===== config.mk =====
export PLATFORM = sky130hd
export DESIGN_NAME = load_store_unit
export DESIGN_NICKNAME = d
export VERILOG_FILES = /design/src/rtl/load_store_unit.sv
export SDC_FILE = /design/constraint.sdc
export NUM_CORES = 1
export LEC_CHECK = 0
export BUFFER_PORTS_ARGS = -buffer_cell sky130_fd_sc_hd__buf_2
export CAP_MARGIN = 20
export CORE_MARGIN = 5
export CORE_UTILIZATION = 49
export CTS_BUF_LIST = sky130_fd_sc_hd__clkbuf_16
export DETAILED_ROUTE_END_ITERATION = 12
export PLACE_DENSITY = 0.77
export SETUP_SLACK_MARGIN = 0.15
export SYNTH_ARGS = -nofsm -noshare
export SYNTH_HDL_FRONTEND = slang
export SYNTH_SLANG_ARGS = --single-unit

===== constraint.sdc =====
create_clock -name clk -period 1.85 [get_ports clk]
set_input_delay 0 -clock clk [delete_from_list [all_inputs] [get_ports clk]]
set_output_delay 0 -clock clk [all_outputs]
set_load 0.005 [all_outputs]

===== src/rtl/load_store_unit.sv =====
`default_nettype none
// ============================================================================
//  Module   : load_store_unit
//  Purpose  : RV32I data-memory access stage. Accepts a load/store from the
//             execute stage, runs one req/ack transaction on the data bus,
//             builds byte strobes and lane-replicated data for stores, and
//             extracts and extends load data into read_data (ReadData).
//             The pipeline is stalled while an access is pending.
//  Ports    : clk, rst_n                         clock, async active-low reset
//             mem_valid, mem_we, funct3, addr,   request from execute stage
//             wdata
//             stall, done, access_err, read_data status/result to pipeline
//             bus_req, bus_we, bus_addr,         data bus request side
//             bus_wstrb, bus_wdata
//             bus_rdata, bus_ack                 data bus response side
//  Revision : 1.0  initial release
// ============================================================================
module load_store_unit #(
    parameter int WIDTH   = 32,
    parameter int TIMEOUT = 16
) (
    input  logic             clk,
    input  logic             rst_n,
    input  logic             mem_valid,
    input  logic             mem_we,
    input  logic [2:0]       funct3,
    input  logic [WIDTH-1:0] addr,
    input  logic [WIDTH-1:0] wdata,
    output logic             stall,
    output logic             done,
    output logic [WIDTH-1:0] read_data,
    output logic             access_err,
    output logic             bus_req,
    output logic             bus_we,
    output logic [WIDTH-1:0] bus_addr,
    output logic [3:0]       bus_wstrb,
    output logic [WIDTH-1:0] bus_wdata,
    input  logic [WIDTH-1:0] bus_rdata,
    input  logic             bus_ack
);

    localparam logic [1:0] c_S_IDLE = 2'd0;
    localparam logic [1:0] c_S_REQ  = 2'd1;
    localparam logic [1:0] c_S_DONE = 2'd2;
    localparam logic [1:0] c_S_ERR  = 2'd3;

    // Counter only has to reach TIMEOUT-1; with TIMEOUT=0 it simply wraps.
    localparam int              c_CW     = (TIMEOUT > 2) ? $clog2(TIMEOUT) : 1;
    localparam logic [c_CW-1:0] c_LAST   = c_CW'(TIMEOUT - 1);
    localparam logic            c_TO_EN  = (TIMEOUT != 0);

    logic [1:0]       r_state;
    logic [1:0]       w_state_nxt;
    logic             r_we;
    logic [2:0]       r_funct3;
    logic [WIDTH-1:0] r_addr;
    logic [WIDTH-1:0] r_wdata;
    logic [c_CW-1:0]  r_cnt;
    logic [WIDTH-1:0] r_read_data;

    logic             w_legal;
    logic             w_aligned;
    logic [3:0]       w_wstrb;
    logic [WIDTH-1:0] w_wdata;
    logic [7:0]       w_byte;
    logic [15:0]      w_half;
    logic [WIDTH-1:0] w_load;

    // ------------------------------------------------------------------
    // Request qualification, evaluated on the live inputs in IDLE
    // ------------------------------------------------------------------
    always_comb begin
        w_legal = 1'b0;
        if (mem_we) begin
            w_legal = (funct3 == 3'b000) || (funct3 == 3'b001) || (funct3 == 3'b010);
        end else begin
            w_legal = (funct3 == 3'b000) || (funct3 == 3'b001) || (funct3 == 3'b010) ||
                      (funct3 == 3'b100) || (funct3 == 3'b101);
        end
    end

    // funct3[1:0] encodes the size for every legal load/store encoding.
    always_comb begin
        w_aligned = 1'b1;
        case (funct3[1:0])
            2'b10:   w_aligned = (addr[1:0] == 2'b00);
            2'b01:   w_aligned = (addr[0] == 1'b0);
            default: w_aligned = 1'b1;
        endcase
    end

    // ------------------------------------------------------------------
    // Store lane steering from latched request
    // ------------------------------------------------------------------
    always_comb begin
        w_wstrb = 4'b1111;
        w_wdata = r_wdata;
        case (r_funct3[1:0])
            2'b00: begin
                w_wstrb = 4'b0001 << r_addr[1:0];
                w_wdata = {4{r_wdata[7:0]}};
            end
            2'b01: begin
                w_wstrb = r_addr[1] ? 4'b1100 : 4'b0011;
                w_wdata = {2{r_wdata[15:0]}};
            end
            default: begin
                w_wstrb = 4'b1111;
                w_wdata = r_wdata;
            end
        endcase
    end

    // ------------------------------------------------------------------
    // Load extraction; funct3[2] selects zero extension (LBU/LHU)
    // ------------------------------------------------------------------
    always_comb begin
        w_byte = bus_rdata[{r_addr[1:0], 3'b000} +: 8];
        w_half = bus_rdata[{r_addr[1], 4'b0000} +: 16];
        case (r_funct3)
            3'b000:  w_load = {{(WIDTH-8){w_byte[7]}}, w_byte};
            3'b001:  w_load = {{(WIDTH-16){w_half[15]}}, w_half};
            3'b100:  w_load = {{(WIDTH-8){1'b0}}, w_byte};
            3'b101:  w_load = {{(WIDTH-16){1'b0}}, w_half};
            default: w_load = bus_rdata;
        endcase
    end

    // ------------------------------------------------------------------
    // FSM: state register
    // ------------------------------------------------------------------
    always_ff @(posedge clk or negedge rst_n) begin
        if (!rst_n) begin
            r_state <= c_S_IDLE;
        end else begin
            r_state <= w_state_nxt;
        end
    end

    // ------------------------------------------------------------------
    // FSM: next state
    // ------------------------------------------------------------------
    always_comb begin
        w_state_nxt = r_state;
        case (r_state)
            c_S_IDLE: begin
                if (mem_valid) begin
                    w_state_nxt = (w_legal && w_aligned) ? c_S_REQ : c_S_ERR;
                end
            end
            c_S_REQ: begin
                if (bus_ack) begin
                    w_state_nxt = c_S_DONE;
                end else if (c_TO_EN && (r_cnt == c_LAST)) begin
                    w_state_nxt = c_S_ERR;
                end
            end
            c_S_DONE: w_state_nxt = c_S_IDLE;
            c_S_ERR:  w_state_nxt = c_S_IDLE;
            default:  w_state_nxt = c_S_IDLE;
        endcase
    end

    // ------------------------------------------------------------------
    // FSM: outputs. Bus signals are forced to zero outside REQ so nothing
    // leaks onto the bus in IDLE/DONE/ERR.
    // ------------------------------------------------------------------
    always_comb begin
        stall      = 1'b0;
        done       = 1'b0;
        access_err = 1'b0;
        bus_req    = 1'b0;
        bus_we     = 1'b0;
        bus_addr   = '0;
        bus_wstrb  = 4'b0000;
        bus_wdata  = '0;
        case (r_state)
            c_S_IDLE: stall = mem_valid;
            c_S_REQ: begin
                stall     = 1'b1;
                bus_req   = 1'b1;
                bus_we    = r_we;
                bus_addr  = {r_addr[WIDTH-1:2], 2'b00};
                bus_wstrb = r_we ? w_wstrb : 4'b0000;
                bus_wdata = w_wdata;
            end
            c_S_DONE: done = 1'b1;
            c_S_ERR: begin
                done       = 1'b1;
                access_err = 1'b1;
            end
            default: stall = 1'b0;
        endcase
    end

    // ------------------------------------------------------------------
    // Datapath registers
    // ------------------------------------------------------------------
    always_ff @(posedge clk or negedge rst_n) begin
        if (!rst_n) begin
            r_we        <= 1'b0;
            r_funct3    <= 3'b000;
            r_addr      <= '0;
            r_wdata     <= '0;
            r_cnt       <= '0;
            r_read_data <= '0;
        end else begin
            if ((r_state == c_S_IDLE) && mem_valid) begin
                r_we     <= mem_we;
                r_funct3 <= funct3;
                r_addr   <= addr;
                r_wdata  <= wdata;
            end

            if (r_state == c_S_REQ) begin
                r_cnt <= r_cnt + c_CW'(1);
            end else begin
                r_cnt <= '0;
            end

            // Clearing on entry to ERR makes the zero visible alongside done.
            if ((r_state == c_S_REQ) && bus_ack && !r_we) begin
                r_read_data <= w_load;
            end else if (w_state_nxt == c_S_ERR) begin
                r_read_data <= '0;
            end
        end
    end

    assign read_data = r_read_data;

endmodule
`default_nettype wire


# --- After elaboration in Yosys (flattened, before gate mapping) ---
# Index checks and enable logic that the tools add are counted.
word_totals:
  ff_bits: 106
  out_inout_bits: 105
  elab_cells: 66
classes:
  add_sub_neg: 1
  eq_ne: 15
  shifts: 3
  mux: 23
  bitwise: 1
  n_reduce_logical: 16
ops:
  columns: ["op", "n"]
  rows:
  - ["2-to-1 mux 32 bit", 4]
  - ["case mux 32 bit (4 select lines)", 1]
  - ["case mux 32 bit (2 select lines)", 1]
  - ["indexed part select 32 x 6 -> 16 bit", 1]
  - ["indexed part select 32 x 6 -> 8 bit", 1]
  - ["2-to-1 mux 4 bit", 4]
  - ["equality test 3 bit (second input constant)", 4]
  - ["equality test 2 bit (second input constant)", 4]
  - ["2-to-1 mux 2 bit", 4]
  - ["case mux 4 bit (2 select lines)", 1]
  - ["equality test 2 x 1 -> 1 bit (second input constant)", 3]
  - ["equality test 3 x 1 -> 1 bit (second input constant)", 2]
  - ["zero test 2 bit", 3]
  - ["zero test 3 bit", 2]
  - ["case mux 2 bit (3 select lines)", 1]
  - ["2-to-1 mux 1 bit", 5]
  - ["adder 4 x 1 -> 4 bit (second input constant)", 1]
  - ["equality test 4 bit (second input constant)", 1]
  - ["logical AND 1 bit", 4]
  - ["logical OR 1 bit", 4]
  - ["case mux 1 bit (2 select lines)", 2]
  - ["<< shifter 1 x 2 -> 4 bit (first input constant)", 1]
  - ["equality test 3 x 2 -> 1 bit (second input constant)", 1]
  - ["nonzero test 2 bit", 1]
  - ["3 further kinds", 3]

# --- Longest topological paths before layout ---
depth:
  depth_word: 13
  depth_mapped: 8
  mapped_depth_nobuf: 7

# --- Worst setup path before layout ---
# Ideal clock, no wire load.
synth_timing:
  kind: "reg2reg"
  start: "register r_addr[1]"
  end: "register r_read_data[14], in the netlist read_data[14]"
  setup_ns: 0.126
  t_arrival_ns: 1.526
  slack_ns: 0.198
  stages_incl_launch_ff: 6
  path_buffers: 1
  period_less_slack_ns: 1.652
  cell_sequence: "dfrtp_1 buf_6 mux4_2 a21oi_2 nor3_2 a221o_1"
synth_between:
  elab_chain_cells: 3
  elab_cells_between_ends: 4
  classes_between: "shift (2); mux (2)"
synth_rtl:
  columns: ["item", "line", "rtl"]
  rows:
  - ["start, declared", "56", "logic [WIDTH-1:0] r_addr;"]
  - ["start signal, assigned", "211", "r_addr <= addr;"]
  - ["indexed part select 32 x 6 -> 16 bit / indexed part select 32 x 6 -> 8 bit (equally long branches)", "119, 118", null]
  - ["case mux 32 bit (4 select lines) *", "120", "case (r_funct3)"]
  - ["2-to-1 mux 32 bit *", "222", "if ((r_state == c_S_REQ) && bus_ack && !r_we) begin"]
  - ["end signal, assigned", "223", "r_read_data <= w_load;"]
  - ["end, declared", "59", "logic [WIDTH-1:0] r_read_data;"]
# Every way passes the cells marked *; elsewhere a longest branch is shown, timed or not.
# A chain may end at the register's enable or synchronous reset.

# --- Final worst setup path ---
layout_timing:
  start: "register r_addr[1]"
  end: "register r_read_data[8], in the netlist read_data[8]"
# The elaborated chain is that of the path after synthesis.

==> results.sh <==
export IMPL_status="finished, final reports clean"
export IMPL_r2r_end="read_data[8]"
export IMPL_post_route_period_util_pct=92.1
export IMPL_hold_viol=0
export IMPL_yosys_most_used_dff="dfrtp_1"
export IMPL_cellLeakagePower_nw=4.00
export IMPL_rrSetupSlack_ns=0.15
export IMPL_fin_cells=937
export IMPL_dp_cells=815
export IMPL_worstSkewPairLatency_ns=0.35
export IMPL_slowest_delay_ns=0.59
export IMPL_dr_pass1_iters=5
export IMPL_cp_top_family="multiplexers"
export IMPL_fp_dieH_um=115
export IMPL_gr_usage_all_layers_pct=25.3
export IMPL_hold_path_class="in -> reg"
export IMPL_tns_ns=0
export IMPL_critPathSlowestCell="mux4_2"
export IMPL_cp_end_kind="register"
export IMPL_worstSetupStartpointType="register"
export IMPL_dieArea_um2=13200
export IMPL_synthCells=484
export IMPL_preCtsSetupSlack_ns=0.0932
export IMPL_cp_num_buf_inv=0
export IMPL_area_delta_synth_final_pct=49.2
export IMPL_cts_max_path_buffers=2
export IMPL_skew_ns=0.0131
export IMPL_holdWs_ns=0.0121
export IMPL_antenna_found_initial=2
export IMPL_ys_seq_area_share_pct=49.2
export IMPL_drv_slew=0
export IMPL_ir_drop_mv=0.823
export IMPL_worstSetupPathType="reg -> reg"
export IMPL_post_route_drc_count=0
export IMPL_io_pins=209
export IMPL_grt_pass1_vias=5261
export IMPL_htreeDepth=3
export IMPL_cp_max_fo=7
export IMPL_final_nets=899
export IMPL_wire_per_inst_um=18.4
export IMPL_synth_area_leader_cell="dfrtp_1"
export IMPL_gp_congestion=0.852
export IMPL_n_fill_cell=712
export IMPL_initial_core_util_pct=50.0
export IMPL_seqCellArea_um2=2660
export IMPL_yosys_area_top_type_share_pct=49.2
export IMPL_cts_tree="done"
export IMPL_powerDensity_nw_per_um2=1530
export IMPL_min_from="bus_rdata[7]"
export IMPL_stdcell_area_um2=8050
export IMPL_rows=38
export IMPL_cap_violations=0
export IMPL_core_um2=10800
export IMPL_multi_input_area_um2=2620
export IMPL_cts_reportedPaths_clkPinSlew_ns=0.08
export IMPL_setup_viol=0
export IMPL_ys_warnings_count=0
export IMPL_crit_cells=4
export IMPL_cp_endpoint="read_data[8]"
export IMPL_yosys_top_cells_area="dfrtp_1 (49%), mux2_2 (14%), and2_1 (4.8%)"
export IMPL_ff2ff_path_depth=4
export IMPL_post_route_min_period_ns=1.70
export IMPL_numCtsBuffers=9
export IMPL_drt_wl_total_um=17200
export IMPL_syn_avg_cell_area_um2=11.1
export IMPL_antenna_left=0
export IMPL_startpoint="r_addr[1]"
export IMPL_grt_max_degree=57
export IMPL_place_port_buffers=206
export IMPL_cp_required_ns=2.07
export IMPL_synth_seq_cells=106
export IMPL_detail_route_vias_per_cell=5.37
export IMPL_cts_sinks=106
export IMPL_syn_area_um2=5390
export IMPL_die_x_um=115
export IMPL_synthArstFlopShare_pct=100
export IMPL_worst_ep_arrival_time_ns=1.93
export IMPL_grt_pass1_wl_um=26300
export IMPL_place_area_um2=6580
export IMPL_cts_root_buf="clkbuf_16"
export IMPL_via_count=5031
export IMPL_hpwlAfterDp_um=11300
export IMPL_rr_startpoint="r_addr[1]"
export IMPL_fmax_ghz=0.587
export IMPL_grt_remaining_overflow=0
export IMPL_synth_edf_count=0
export IMPL_worst_slack_ns=0.146
export IMPL_synth_cell_types=51
export IMPL_drtIter0Drc=400
export IMPL_cp_cell_sequence="mux4_2, a21oi_4, nor3_4, a221o_1"
export IMPL_rsz0062_at_grt="yes"
export IMPL_drive_gt1_share_pct=44.6
[through the flow]
| step | utilization [%] | power (mW) |
|---|---|---|
| CTS | 72.8 | 11.9 |
| global route | 74.5 | 13.1 |
| finish | 74.5 | 12.3 |
| floorplan | - | 7.70 |
| global placement | 61.0 | 9.53 |
| detailed placement | 61.0 | 9.75 |
[layout make-up]
| cell class | count | area share, % |
|---|---|---|
| antenna | 1 | 0.0311 |
| clock buffer | 9 | 2.80 |
| timing repair buffer | 329 | 28.5 |
| clock inverter | 7 | 0.498 |
| inverter | 7 | 0.404 |
| tap | 140 | 2.18 |
| sequential | 106 | 33.0 |
| multi-input combinational | 338 | 32.6 |
[state kept, by name, indices dropped and copies added, names as in the netlist]
| register | count |
|---|---|
| r_funct3 | 3 |
| r_state | 2 |
| r_addr | 32 |
| r_wdata | 32 |
| read_data | 32 |
| r_cnt | 4 |
| r_we | 1 |
[cells in the mapped netlist (2+ instances only)]
library cell	count
and3_1	7
a221o_1	7
nor3_1	2
a21oi_1	21
mux2_2	66
o2bb2ai_2	10
nand2_1	36
nor2b_1	3
nand2b_4	2
nand3_1	2
a22o_1	2
buf_4	4
nand2b_1	2
buf_2	15
mux2i_1	25
and2_1	41
o2bb2ai_1	12
nor2_1	59
o21ai_0	7
inv_1	6
o211ai_1	5
clkbuf_1	13
ha_1	4
dfrtp_1	106
[where the power goes]
| part | internal [mW] | leakage (nW) | switching, mW |
|---|---|---|---|
| logic | 3.30 | 2.56 | 2.97 |
| registers | 3.47 | 1.31 | 0.852 |
| clock network | 0.900 | 0.135 | 0.851 |
[repair_timing]
item,4_1_cts,5_1_grt
buffers inserted,5,5
cloned,2,2
hold buffers,91,0
gates resized for setup,7,19
endpoints found under the hold margin,122,0
endpoints found under the setup margin,60,54
pin swaps,1,18
[worst min path at each step]
stage,to,slack [ns],cells after the start
5_1_grt,r_state[0],0.02,3
3_3_place_gp,read_data[20],-0.02,1
2_1_floorplan,r_addr[0],-0.30,0
6_report,read_data[7],0.01,3
3_5_place_dp,read_data[20],-0.02,1
4_1_cts,r_state[0],0.004,3
[cells in the final DEF, fill, tap and decap left out, drive strengths merged, types with 2 or more instances in the layout]
| cell | n |
|---|---|
| conb | 2 |
| and3 | 7 |
| clkinv | 2 |
| buf | 235 |
| a21oi | 22 |
| ha | 4 |
| inv | 9 |
| a22o | 2 |
| mux2i | 26 |
| nand2 | 38 |
| mux2 | 66 |
| nor2b | 3 |
| o211ai | 5 |
| nor3b | 2 |
| a221o | 7 |
| dfrtp | 106 |
| nand2b | 4 |
| clkbuf | 11 |
| clkinvlp | 3 |
| dlygate4sd3 | 91 |
| and2 | 41 |
| nor3 | 3 |
| o21ai | 9 |
| o2bb2ai | 22 |
| nand3 | 2 |
| nor2 | 60 |
[worst min-delay path: stages]
cell and delay [ns]:
buf_2 0.12, o221ai_1 0.14, o2bb2ai_1 0.07
[cells by family (layout without fill, tap and decap cells)]
kind of cell | Yosys count | after routing | share of synthesized area (%)
AND/OR/NAND/NOR | 162 | 163 | 15.1
flip-flops | 106 | 106 | 49.2
multiplexers | 93 | 93 | 19.3
AO/OA/AOI/OAI | 74 | 74 | 11.1
buffers and inverters | 42 | 352 | 3.99
adder cells (fa/ha/maj) | 4 | 4 | 0.928
XOR/XNOR | 2 | 2 | 0.325
other | 1 | 3 | 0.0696
[metal layers]
metal / up-vias / global-route usage [%] / wire [µm]
met1: 2436 / 30.8 / 6550
met5: - / 0 / 13
met4: 2 / 10.6 / 552
li1: 2293 / - / -
met3: 49 / 6.21 / 1510
met2: 251 / 43.1 / 8610
Power figures use the tool's default switching activity.
